[src/rtl/cv32e40x_ex_wb_queue_pkg.sv]
// Shared constants for the EX/WB completion queue slice.
// Functional-unit indices select bits of every per-unit vector.
package cv32e40x_ex_wb_queue_pkg;

   localparam int FU_ALU         = 0;
   localparam int FU_MUL         = 1;
   localparam int FU_DIV         = 2;
   localparam int NUM_FU_DEFAULT = 3;

endpackage

[src/rtl/cv32e40x_ex_wb_queue_if.sv]
// Issue, completion, writeback and forwarding bundle of the EX/WB queue.
// slave is the queue itself, master is its environment.
interface cv32e40x_ex_wb_queue_if
   import cv32e40x_ex_wb_queue_pkg::*;
#(
   parameter int XLEN   = 32,
   parameter int NUM_FU = NUM_FU_DEFAULT,
   parameter int DEPTH  = 4,
   parameter int CNT_W  = $clog2(DEPTH + 1)
);

   logic                   issue_valid_i;
   logic                   issue_ready_o;
   logic [NUM_FU-1:0]      issue_fu_i;
   logic                   issue_we_i;
   logic [4:0]             issue_waddr_i;
   logic [NUM_FU-1:0]      fu_valid_i;
   logic [NUM_FU-1:0]      fu_ready_o;
   logic [NUM_FU*XLEN-1:0] fu_wdata_i;
   logic                   wb_valid_o;
   logic                   wb_ready_i;
   logic                   wb_we_o;
   logic [4:0]             wb_waddr_o;
   logic [XLEN-1:0]        wb_wdata_o;
   logic [4:0]             fwd_raddr_i;
   logic                   fwd_hit_o;
   logic                   fwd_pending_o;
   logic [XLEN-1:0]        fwd_wdata_o;
   logic                   flush_i;
   logic [CNT_W-1:0]       count_o;

   modport master (
      output issue_valid_i, issue_fu_i, issue_we_i, issue_waddr_i,
      output fu_valid_i, fu_wdata_i, wb_ready_i, fwd_raddr_i, flush_i,
      input  issue_ready_o, fu_ready_o, wb_valid_o, wb_we_o,
      input  wb_waddr_o, wb_wdata_o, fwd_hit_o, fwd_pending_o,
      input  fwd_wdata_o, count_o
   );

   modport slave (
      input  issue_valid_i, issue_fu_i, issue_we_i, issue_waddr_i,
      input  fu_valid_i, fu_wdata_i, wb_ready_i, fwd_raddr_i, flush_i,
      output issue_ready_o, fu_ready_o, wb_valid_o, wb_we_o,
      output wb_waddr_o, wb_wdata_o, fwd_hit_o, fwd_pending_o,
      output fwd_wdata_o, count_o
   );

endinterface

[src/rtl/cv32e40x_ex_wb_queue_find.sv]
// Rotating priority finder: first set request walking up from i_base
// (oldest) or down from i_base-1 (youngest); one-hot result plus found.
module cv32e40x_ex_wb_queue_find #(
   parameter int DEPTH    = 4,
   parameter bit YOUNGEST = 1'b0
) (
   input  logic [DEPTH-1:0]         i_req,
   input  logic [$clog2(DEPTH)-1:0] i_base,
   output logic [DEPTH-1:0]         o_onehot,
   output logic                     o_found
);

   localparam int IW = $clog2(DEPTH);

   logic [IW-1:0] w_idx;

   always_comb begin
      o_onehot = '0;
      o_found  = 1'b0;
      w_idx    = '0;
      for (int i = 0; i < DEPTH; i++) begin
         w_idx = YOUNGEST ? i_base - IW'(i + 1) : i_base + IW'(i);
         if (!o_found && i_req[w_idx]) begin
            o_onehot[w_idx] = 1'b1;
            o_found         = 1'b1;
         end
      end
   end

endmodule

[src/rtl/cv32e40x_ex_wb_queue.sv]
// In-order completion queue between EX functional units and WB,
// with per-unit completion targeting and youngest-match forwarding.
module cv32e40x_ex_wb_queue
   import cv32e40x_ex_wb_queue_pkg::*;
#(
   parameter int XLEN   = 32,
   parameter int NUM_FU = NUM_FU_DEFAULT,
   parameter int DEPTH  = 4,
   parameter int CNT_W  = $clog2(DEPTH + 1)
) (
   input logic                   clk,
   input logic                   rst_n,
   cv32e40x_ex_wb_queue_if.slave bus
);

   localparam int IW = $clog2(DEPTH);
   localparam int FW = (NUM_FU > 1) ? $clog2(NUM_FU) : 1;

   typedef struct packed {
      logic            valid;
      logic            done;
      logic [FW-1:0]   fu;
      logic            we;
      logic [4:0]      waddr;
      logic [XLEN-1:0] wdata;
   } entry_t;

   entry_t           r_q [DEPTH];
   logic [IW:0]      r_head;
   logic [IW:0]      r_tail;

   logic [IW-1:0]    w_hidx;
   logic [IW-1:0]    w_tidx;
   logic             w_full;
   logic             w_issue;
   logic             w_retire;
   logic             w_wb_valid;
   logic [FW-1:0]    w_fu_idx;
   logic [DEPTH-1:0] w_creq  [NUM_FU];
   logic [DEPTH-1:0] w_csel  [NUM_FU];
   logic [NUM_FU-1:0] w_cfound;
   logic [DEPTH-1:0] w_freq;
   logic [DEPTH-1:0] w_fsel;
   logic             w_ffound;
   logic             w_fdone;
   logic [XLEN-1:0]  w_fdata;

   assign w_hidx     = r_head[IW-1:0];
   assign w_tidx     = r_tail[IW-1:0];
   assign w_full     = (w_hidx == w_tidx) && (r_head[IW] != r_tail[IW]);
   assign w_issue    = bus.issue_valid_i & ~w_full;
   assign w_wb_valid = r_q[w_hidx].valid & r_q[w_hidx].done;
   assign w_retire   = w_wb_valid & bus.wb_ready_i;

   assign bus.issue_ready_o = ~w_full;
   assign bus.fu_ready_o    = w_cfound;
   assign bus.wb_valid_o    = w_wb_valid;
   assign bus.wb_we_o       = w_wb_valid & r_q[w_hidx].we;
   assign bus.wb_waddr_o    = w_wb_valid ? r_q[w_hidx].waddr : '0;
   assign bus.wb_wdata_o    = w_wb_valid ? r_q[w_hidx].wdata : '0;
   assign bus.count_o       = CNT_W'(r_tail - r_head);

   always_comb begin
      w_fu_idx = '0;
      for (int k = 0; k < NUM_FU; k++)
         if (bus.issue_fu_i[k]) w_fu_idx = FW'(k);
   end

   always_comb begin
      w_creq = '{default: '0};
      w_freq = '0;
      for (int e = 0; e < DEPTH; e++) begin
         for (int k = 0; k < NUM_FU; k++)
            w_creq[k][e] = r_q[e].valid & ~r_q[e].done
                         & (r_q[e].fu == FW'(k));
         w_freq[e] = r_q[e].valid & r_q[e].we
                   & (r_q[e].waddr == bus.fwd_raddr_i)
                   & (bus.fwd_raddr_i != 5'd0);
      end
   end

   for (genvar k = 0; k < NUM_FU; k++) begin : g_cfind
      cv32e40x_ex_wb_queue_find #(
         .DEPTH    (DEPTH),
         .YOUNGEST (1'b0)
      ) u_find (
         .i_req    (w_creq[k]),
         .i_base   (w_hidx),
         .o_onehot (w_csel[k]),
         .o_found  (w_cfound[k])
      );
   end

   cv32e40x_ex_wb_queue_find #(
      .DEPTH    (DEPTH),
      .YOUNGEST (1'b1)
   ) u_ffind (
      .i_req    (w_freq),
      .i_base   (w_tidx),
      .o_onehot (w_fsel),
      .o_found  (w_ffound)
   );

   always_comb begin
      w_fdone = 1'b0;
      w_fdata = '0;
      for (int e = 0; e < DEPTH; e++)
         if (w_fsel[e]) begin
            w_fdone = r_q[e].done;
            w_fdata = r_q[e].wdata;
         end
   end

   assign bus.fwd_hit_o     = w_ffound & w_fdone;
   assign bus.fwd_pending_o = w_ffound & ~w_fdone;
   assign bus.fwd_wdata_o   = (w_ffound & w_fdone) ? w_fdata : '0;

   // Flush wins over any same-cycle issue, completion or retire.
   always_ff @(posedge clk or negedge rst_n) begin
      if (!rst_n) begin
         r_head <= '0;
         r_tail <= '0;
         for (int e = 0; e < DEPTH; e++) r_q[e] <= '0;
      end else if (bus.flush_i) begin
         r_head <= '0;
         r_tail <= '0;
         for (int e = 0; e < DEPTH; e++) r_q[e].valid <= 1'b0;
      end else begin
         for (int k = 0; k < NUM_FU; k++)
            for (int e = 0; e < DEPTH; e++)
               if (bus.fu_valid_i[k] & w_csel[k][e]) begin
                  r_q[e].done  <= 1'b1;
                  r_q[e].wdata <= bus.fu_wdata_i[k*XLEN +: XLEN];
               end
         if (w_retire) begin
            r_q[w_hidx].valid <= 1'b0;
            r_head            <= r_head + 1'b1;
         end
         if (w_issue) begin
            r_q[w_tidx].valid <= 1'b1;
            r_q[w_tidx].done  <= 1'b0;
            r_q[w_tidx].fu    <= w_fu_idx;
            r_q[w_tidx].we    <= bus.issue_we_i;
            r_q[w_tidx].waddr <= bus.issue_waddr_i;
            r_q[w_tidx].wdata <= '0;
            r_tail            <= r_tail + 1'b1;
         end
      end
   end

   a_fu_onehot: assert property (@(posedge clk) disable iff (!rst_n)
      bus.issue_valid_i |-> $onehot(bus.issue_fu_i));

   a_fu_drop: assert property (@(posedge clk) disable iff (!rst_n)
      (bus.fu_valid_i & ~w_cfound) == '0);

endmodule

[src/flat_wrapper.sv]
// flat-port wrapper written by rule: the top's interface ports become plain ports
module cv32e40x_ex_wb_queue_flat import cv32e40x_ex_wb_queue_pkg::*;
#(
   parameter int XLEN   = 32,
   parameter int NUM_FU = NUM_FU_DEFAULT,
   parameter int DEPTH  = 4,
   parameter int CNT_W  = $clog2(DEPTH + 1)
)
  (clk, rst_n, bus_issue_valid_i, bus_issue_fu_i, bus_issue_we_i, bus_issue_waddr_i, bus_fu_valid_i, bus_fu_wdata_i, bus_wb_ready_i, bus_fwd_raddr_i, bus_flush_i, bus_issue_ready_o, bus_fu_ready_o, bus_wb_valid_o, bus_wb_we_o, bus_wb_waddr_o, bus_wb_wdata_o, bus_fwd_hit_o, bus_fwd_pending_o, bus_fwd_wdata_o, bus_count_o);
  cv32e40x_ex_wb_queue_if #(.XLEN(XLEN), .NUM_FU(NUM_FU), .DEPTH(DEPTH), .CNT_W(CNT_W)) bus_i ();
  input logic clk;
  input logic rst_n;
  input wire logic [$bits(bus_i.issue_valid_i)-1:0] bus_issue_valid_i;
  input wire logic [$bits(bus_i.issue_fu_i)-1:0] bus_issue_fu_i;
  input wire logic [$bits(bus_i.issue_we_i)-1:0] bus_issue_we_i;
  input wire logic [$bits(bus_i.issue_waddr_i)-1:0] bus_issue_waddr_i;
  input wire logic [$bits(bus_i.fu_valid_i)-1:0] bus_fu_valid_i;
  input wire logic [$bits(bus_i.fu_wdata_i)-1:0] bus_fu_wdata_i;
  input wire logic [$bits(bus_i.wb_ready_i)-1:0] bus_wb_ready_i;
  input wire logic [$bits(bus_i.fwd_raddr_i)-1:0] bus_fwd_raddr_i;
  input wire logic [$bits(bus_i.flush_i)-1:0] bus_flush_i;
  output wire logic [$bits(bus_i.issue_ready_o)-1:0] bus_issue_ready_o;
  output wire logic [$bits(bus_i.fu_ready_o)-1:0] bus_fu_ready_o;
  output wire logic [$bits(bus_i.wb_valid_o)-1:0] bus_wb_valid_o;
  output wire logic [$bits(bus_i.wb_we_o)-1:0] bus_wb_we_o;
  output wire logic [$bits(bus_i.wb_waddr_o)-1:0] bus_wb_waddr_o;
  output wire logic [$bits(bus_i.wb_wdata_o)-1:0] bus_wb_wdata_o;
  output wire logic [$bits(bus_i.fwd_hit_o)-1:0] bus_fwd_hit_o;
  output wire logic [$bits(bus_i.fwd_pending_o)-1:0] bus_fwd_pending_o;
  output wire logic [$bits(bus_i.fwd_wdata_o)-1:0] bus_fwd_wdata_o;
  output wire logic [$bits(bus_i.count_o)-1:0] bus_count_o;
  assign bus_i.issue_valid_i = bus_issue_valid_i;
  assign bus_i.issue_fu_i = bus_issue_fu_i;
  assign bus_i.issue_we_i = bus_issue_we_i;
  assign bus_i.issue_waddr_i = bus_issue_waddr_i;
  assign bus_i.fu_valid_i = bus_fu_valid_i;
  assign bus_i.fu_wdata_i = bus_fu_wdata_i;
  assign bus_i.wb_ready_i = bus_wb_ready_i;
  assign bus_i.fwd_raddr_i = bus_fwd_raddr_i;
  assign bus_i.flush_i = bus_flush_i;
  assign bus_issue_ready_o = bus_i.issue_ready_o;
  assign bus_fu_ready_o = bus_i.fu_ready_o;
  assign bus_wb_valid_o = bus_i.wb_valid_o;
  assign bus_wb_we_o = bus_i.wb_we_o;
  assign bus_wb_waddr_o = bus_i.wb_waddr_o;
  assign bus_wb_wdata_o = bus_i.wb_wdata_o;
  assign bus_fwd_hit_o = bus_i.fwd_hit_o;
  assign bus_fwd_pending_o = bus_i.fwd_pending_o;
  assign bus_fwd_wdata_o = bus_i.fwd_wdata_o;
  assign bus_count_o = bus_i.count_o;
  cv32e40x_ex_wb_queue #(.XLEN(XLEN), .NUM_FU(NUM_FU), .DEPTH(DEPTH), .CNT_W(CNT_W)) u_core (.clk(clk), .rst_n(rst_n), .bus(bus_i));
endmodule
[config.mk]
export PLATFORM = sky130hd
export DESIGN_NAME = cv32e40x_ex_wb_queue_flat
export DESIGN_NICKNAME = d
export VERILOG_FILES = /design/src/rtl/cv32e40x_ex_wb_queue_pkg.sv /design/src/rtl/cv32e40x_ex_wb_queue_if.sv /design/src/rtl/cv32e40x_ex_wb_queue_find.sv /design/src/rtl/cv32e40x_ex_wb_queue.sv /design/src/flat_wrapper.sv
export SDC_FILE = /design/constraint.sdc
export NUM_CORES = 1
export LEC_CHECK = 0
export BUFFER_PORTS_ARGS = -buffer_cell sky130_fd_sc_hd__buf_2
export CELL_PAD_IN_SITES_DETAIL_PLACEMENT = 1
export CELL_PAD_IN_SITES_GLOBAL_PLACEMENT = 2
export CORE_UTILIZATION = 32
export DETAILED_ROUTE_END_ITERATION = 8
export PLACE_DENSITY = 0.8
export SLEW_MARGIN = 20
export SYNTH_ARGS = -nofsm -noshare
export SYNTH_HDL_FRONTEND = slang
export SYNTH_SLANG_ARGS = --single-unit
[constraint.sdc]
create_clock -name clk -period 4.65 [get_ports clk]
set_clock_uncertainty 0.1 [all_clocks]
set_input_delay 0.93 -clock clk [delete_from_list [all_inputs] [get_ports clk]]
set_output_delay 0.93 -clock clk [all_outputs]
set_load 0.01 [all_outputs]
* Yosys cells after proc, flatten, opt, wreduce, memory -nomap -nowiden *
Index checks and enable logic that the tools add are counted.

storage, ports and cells
  register bits = 174
  output and inout bits = 80
  word-level logic and storage cells = 337

operators by class
  add/sub/neg operators = 9
  $lt $le $gt $ge = 20
  eq/ne operators = 14
  mux-type cells = 160
  bitwise operators = 66
  reductions and logical operators = 42

operators by type and width
  operator                                                    number
  bitwise mux 168 bit                                         7
  2-to-1 mux 32 bit                                           23
  demux 42 bit (select 2 bit)                                 7
  2-to-1 mux 168 bit                                          3
  2-to-1 mux 42 bit                                           4
  binary-select mux 42 bit (select 2 bit)                     1
  2-to-1 mux 1 bit                                            65
  2-to-1 mux 4 bit                                            16
  bitwise OR 4 bit                                            12
  bitwise AND 1 bit                                           46
  2-to-1 mux 41 bit                                           1
  2-to-1 mux 40 bit                                           1
  2-to-1 mux 38 bit                                           1
  2-to-1 mux 37 bit                                           1
  binary-select mux 1 bit (select 2 bit)                      16
  less-than comparator 2 x 3 -> 1 bit, second input constant  8
  logical AND 1 bit                                           23
  == test 5 bit                                               4
  demux 1 bit (select 2 bit)                                  8
  >= comparator 2 x 1 -> 1 bit, second input constant         8
  logical NOT 1 bit                                           12
  2-to-1 mux 3 bit                                            4
  == test 2 x 1 -> 1 bit, second input constant               4
  == test 2 bit, second input constant                        4
  17 further kinds                                            32

* Logic depth before layout (Yosys ltp) *
  depth after elaboration = 31
  mapped depth = 15
  depth with buffers taken out = 11

* Cells and area by module *
A second synthesis with hierarchy kept.

unflattened totals
  cells, all modules = 1,880
  area total of the unflattened synthesis = 15,172.1 um^2

by module, submodules not included
  module                                                     times used  cells an instance  area each (um^2)
  cv32e40x_ex_wb_queue                                       1           1,646              13,231.4
  cv32e40x_ex_wb_queue_find at u_core.g_cfind[0].u_find ...  3           62                 508.0
  cv32e40x_ex_wb_queue_find at u_core.u_ffind                1           48                 416.6

* Worst setup path after synthesis *
OpenSTA, ideal clock, no wires.

  path kind = input -> output
  start point = input bus_fwd_raddr_i[4]
  end point = output bus_fwd_wdata_o[14]
  arrival time = 3,696 ps
  path slack = -76 ps
  cell stages on the path = 14
  path buffers = 4
  path through = buf_2 xor2_1 or4_4 nor3_2 o21ai_2 and2_4 buf_6 and4_4 or3b_1 buf_2 a211oi_2 o221ai_2 buf_6 nor3_2

on the way
  cells in the longest elaborated chain, start to end = 21

ends and longest elaborated chain
  item                                    line                             source
  start: declaration                      flat_wrapper.sv:20               input wire logic [$bits(bus_i.fwd_raddr_i)-1:0] bus_fwd_raddr_i;
  == test 5 bit                           cv32e40x_ex_wb_queue.sv:77       & (r_q[e].waddr == bus.fwd_raddr_i)
  bitwise AND 1 bit                       cv32e40x_ex_wb_queue.sv:77
  bitwise AND 1 bit                       cv32e40x_ex_wb_queue.sv:78       & (bus.fwd_raddr_i != 5'd0);
  binary-select mux 1 bit (select 2 bit)  cv32e40x_ex_wb_queue_find.sv:23  if (!o_found && i_req[w_idx]) begin
  2-to-1 mux 1 bit (not written as such)  cv32e40x_ex_wb_queue_find.sv:23
  2-to-1 mux 1 bit                        cv32e40x_ex_wb_queue_find.sv:23
  logical NOT 1 bit                       cv32e40x_ex_wb_queue_find.sv:23
  logical AND 1 bit                       cv32e40x_ex_wb_queue_find.sv:23
  (+2 left out)                           n/a
  logical AND 1 bit                       cv32e40x_ex_wb_queue_find.sv:23
  2-to-1 mux 1 bit                        cv32e40x_ex_wb_queue_find.sv:23
  logical NOT 1 bit                       cv32e40x_ex_wb_queue_find.sv:23
  logical AND 1 bit                       cv32e40x_ex_wb_queue_find.sv:23
  2-to-1 mux 4 bit                        cv32e40x_ex_wb_queue_find.sv:23
  2-to-1 mux 1 bit (4 in a row)           cv32e40x_ex_wb_queue.sv:108      if (w_fsel[e]) begin
  bitwise AND 1 bit                       cv32e40x_ex_wb_queue.sv:116      assign bus.fwd_wdata_o = (w_ffound & w_fdone) ? w_fdata : '0;
  2-to-1 mux 32 bit (*)                   cv32e40x_ex_wb_queue.sv:116
  end: declaration                        flat_wrapper.sv:30               output wire logic [$bits(bus_i.fwd_wdata_o)-1:0] bus_fwd_wdata_o;

Every way passes the cells marked *; elsewhere a longest branch is shown, timed or not. The select of a mux whose other input is x is not followed.

* Worst setup path in the final report *
  start point = input bus_fwd_raddr_i[4]
  end point = output bus_fwd_wdata_o[5]

Same word-level chain as after synthesis.

==> run summary <==
In the synthesized netlist the dominant register cell turns out to be sky130_fd_sc_hd__dfrtp_1. The largest net degree at the start of global routing came out at 92. The post-synthesis cell type count is 68. Input and output buffers added on the ports amount to 196.

The final critical path takes up 109.1% of the cycle. The critical path is of the input port to output pin type. The slowest stage of the critical path belongs to the cell sky130_fd_sc_hd__or4_4. The smallest setup slack after layout is -424.7 ps. In this run the cell area of the synthesized design comes to 14390 um^2. The number of routed nets with antenna violations came out at 0. The worst-path maximum fanout is 9. The synthesized netlist net count is 1907. The cell with the most instances after synthesis is sky130_fd_sc_hd__dfrtp_1.

For this block, the routed nets add up to 66500 um of wire. The critical path goes through buf_8 > xor2_1 > or4_4 > nor3_4 > nor3_2 > a21o_1 > and4_4 > or3b_4 > a211oi_4 > o221ai_4 > buf_6 > nor3_4 > buf_2. The transition at the pin with the smallest max-transition slack is 1148 ps. Final hold analysis gives a worst-case slack of 434.2 ps. Yosys mapped a number of flops with a built-in enable equal to 0.

Synthesis handed over a netlist of 1774 instances. The die width is 214.0 um. The cell seen most often among critical-path stages is sky130_fd_sc_hd__nor3_4.

Broken down by cell family, the worst path's largest delay share belongs to simple AND/OR/NAND/NOR gates. By area the synthesized netlist is led by sky130_fd_sc_hd__dfrtp_1, sky130_fd_sc_hd__mux4_2, sky130_fd_sc_hd__a21oi_1, sky130_fd_sc_hd__nand2_1, sky130_fd_sc_hd__o21ai_0. The flow ran to the end, but the final reports show violations. The area enclosed by the die boundary is 45810 um^2.

The register area share after synthesis came out at roughly 30%. After clock tree synthesis, the clock-pin slew on the worst setup and hold paths is 70 ps. The minimum period implied by the final worst setup slack is 5075 ps. Counting every sink on the clock net gives 174. The worst ir drop on vdd came out at 0.2514 mV.

The fraction of registers with async set or reset after synthesis is 100.0%. In this run the core area contains 77 standard-cell rows. Across all layers, the routed design uses roughly 16000 vias. In this design, the stage delay of the slowest critical-path cell is 570 ps.

No sink is reached through more buffers than the 2 on the longest clock path. Setup repair after global routing could not meet its margin everywhere. The commonest cells after synthesis are sky130_fd_sc_hd__dfrtp_1, sky130_fd_sc_hd__nand2_1, sky130_fd_sc_hd__nor2_1, sky130_fd_sc_hd__a21oi_1, sky130_fd_sc_hd__clkbuf_1. After detailed routing, the number of vias per cell comes to 6.178. The final count of pins violating max slew came out at 0. The mean post-synth cell area is 8.110 um^2.

The number of hold-slack violations in the final timing report is 0. The checks that failed: negative setup slack. The starting utilization of the core area came out at 32.46%. The initial antenna violation count came out at 7. Dividing total power by cell area gives a power density of 326.9 nW/um^2. The worst slew margin relative to its limit is 23.49%. The total CTS buffers is 17. The I/O pin count is approximately 200. The via count of the first global-routing pass came out at 16496. The violation count after the first detailed-routing iteration is 1242. The worst setup path is launched from an input port. The total DRC errors in the routed layout is 0. The floorplan die height is between 200 and 250 um.

The global-route wire length before repair is 100300 um. The final net count is 2067. Global routing used around 29% of the available tracks. The layout cell share with drive strength beyond 1 came out at 30.25%.

The endpoint type of the worst setup path is an output pin. The placeable core region is around 44000 um^2. Data on the critical path is required at its endpoint by ~3600 ps. The maximum clock rate is ~0.2 GHz. The first detailed-routing pass ran for 6 iterations. The total leakage power came out at about 7.7 nW.

In this run the clock root is driven by a sky130_fd_sc_hd__clkbuf_16. The number of storage elements in the synthesis netlist came out at 174. The cell depth of the worst setup path is 13. The synthesis warning total is 0. The class of the tightest hold or removal check is input port to async pin. Data arrives at the worst endpoint at 4040 ps. The number of buffers and inverters on the critical path is 3. The total of max-cap violations came out at 0. Setup violations remaining at the end of the flow were counted as 34. The clock insertion delay at the later pin of the skew report is approximately 500 ps.

Overall power consumption after layout is estimated at 5.820 mW. The remaining global-route overflow came out at 0. In this run the biggest area consumer among cell types represents a little under a third of the synthesized area. The number of cell instances on the worst register-to-register path came out at 11.

The biggest area contributor in the post-synthesis netlist is sky130_fd_sc_hd__dfrtp_1. TritonCTS built the clock tree. The post-synthesis to final-layout area growth is 23.77%. The placed wire-length estimate after detailed placement is about 42000 um.

The routability congestion estimate came out at 0.8359. The H-tree was split into 4 levels. The pre-CTS setup slack came out at -594.3 ps.

The hold-fix buffer count after cts is 0. The detailed-route wire length per cell is 26.18 um.
-- state kept, by name, summed over array words and instances, names as in the netlist --
name and flops:
u_core.r_q 168, u_core.r_head 3, u_core.r_tail 3
-- path summary, 6_finish.rpt --
kind | from | endpoint | slack [ps]
worst max register to register | u_core.r_q[82] | u_core.r_q[129] | 280
min in group clk | u_core.r_q[18] | u_core.r_q[18] | 440
worst min register to register | u_core.r_q[18] | u_core.r_q[18] | 440
worst min-delay path | rst_n | u_core.r_q[154] | 430
worst max-delay path | bus_fwd_raddr_i[4] | bus_fwd_wdata_o[5] | -420
max in group asynchronous | rst_n | u_core.r_head[0] | 3000
-- through the flow --
step | cell area (um^2) | util (%) | instances | setup TNS, ps
floorplan | 14430 | - | 1774 | -1101
finish | 17810 | 40.18 | 2540 | -10980
CTS | 17600 | 39.70 | 2535 | -10600
detailed placement | 16530 | 37.29 | 2490 | -16560
global route | 17800 | 40.17 | 2539 | -13960
global placement | 16500 | 37.23 | 2489 | -15780
-- per-layer routing --
layer / routed length [um] / part of all wire, % / vias up / track usage (%)
li1: - / - / 6768 / -
met1: 28040 / 42 / 8042 / 36.97
met2: 31080 / 47 / 710 / 46.24
met3: 5028 / 7.6 / 162 / 6.610
met4: 2289 / 3.4 / 10 / 11.27
met5: 61 / 0.092 / - / 0
-- logic make-up after synthesis --
logic type	count (synthesis)	synth area share [%]
compound gates	666	30.42
flops	174	30.27
buf+inv	280	7.810
simple gates	533	18.90
mux	81	9.723
xor+xnor	25	1.522
fa+ha+maj	15	1.357
-- worst reg2reg max path, cell delays in order (launching register included) --
cell,delay (ps)
sky130_fd_sc_hd__dfrtp_1,500
sky130_fd_sc_hd__nor4bb_1,610
sky130_fd_sc_hd__mux2i_1,190
sky130_fd_sc_hd__mux2i_1,570
sky130_fd_sc_hd__nor2b_1,150
sky130_fd_sc_hd__a22oi_1,200
sky130_fd_sc_hd__a21oi_1,260
sky130_fd_sc_hd__a21oi_4,650
sky130_fd_sc_hd__nand2_1,440
sky130_fd_sc_hd__buf_4,310
sky130_fd_sc_hd__a21oi_1,160
sky130_fd_sc_hd__o32ai_1,100
-- report_power, final --
part / switching, mW / internal, mW / total [mW] / leakage [nW]
sequential: 0.441 / 1.91 / 2.35 / 2.31
clock: 0.701 / 0.850 / 1.55 / 0.296
combinational: 1.07 / 0.851 / 1.92 / 5.14
-- area by class of cell --
type / instances / area [um^2]
tap: 592 / 740.7
clock inverter: 13 / 146.4
antenna: 1 / 2.502
fill: 5337 / 26510
inverter: 113 / 424.2
multi-input combinational: 1321 / 9522
timing repair buffer: 307 / 2168
clock buffer: 19 / 442.9
sequential: 174 / 4359
-- cells in the final DEF (no fill, tap or decap), types with 8 or more instances in the layout --
| cell type | count |
|---|---|
| sky130_fd_sc_hd__buf_2 | 187 |
| sky130_fd_sc_hd__dfrtp_1 | 172 |
| sky130_fd_sc_hd__nand2_1 | 170 |
| sky130_fd_sc_hd__nor2_1 | 152 |
| sky130_fd_sc_hd__a21oi_1 | 141 |
| sky130_fd_sc_hd__o21ai_0 | 121 |
| sky130_fd_sc_hd__inv_1 | 111 |
| sky130_fd_sc_hd__buf_4 | 85 |
| sky130_fd_sc_hd__a21o_1 | 72 |
| sky130_fd_sc_hd__a31oi_1 | 67 |
| sky130_fd_sc_hd__a22o_1 | 66 |
| sky130_fd_sc_hd__or2_2 | 65 |
| sky130_fd_sc_hd__o32ai_1 | 64 |
| sky130_fd_sc_hd__mux4_2 | 44 |
| sky130_fd_sc_hd__nor2b_1 | 41 |
| sky130_fd_sc_hd__o22ai_1 | 31 |
| sky130_fd_sc_hd__mux2_2 | 30 |
| sky130_fd_sc_hd__o21ai_1 | 25 |
| sky130_fd_sc_hd__nor3_4 | 21 |
| sky130_fd_sc_hd__nor3_2 | 19 |
| sky130_fd_sc_hd__buf_12 | 19 |
| sky130_fd_sc_hd__a221oi_1 | 18 |
| sky130_fd_sc_hd__clkbuf_16 | 18 |
| sky130_fd_sc_hd__xnor2_1 | 14 |
| sky130_fd_sc_hd__a221oi_2 | 13 |
| sky130_fd_sc_hd__ha_1 | 13 |
| sky130_fd_sc_hd__buf_6 | 13 |
| sky130_fd_sc_hd__nor4bb_1 | 8 |
| sky130_fd_sc_hd__clkinv_2 | 8 |
-- what timing repair did --
| action | CTS | global route |
|---|---|---|
| gates cloned | 1 | 2 |
| pin swaps | 23 | 10 |
| resized for setup | 62 | 34 |
| endpoints found under the hold margin | 0 | 0 |
| endpoints found under the setup margin | 34 | 65 |
| buffers inserted | 14 | 4 |
Power figures use the tool's default switching activity.
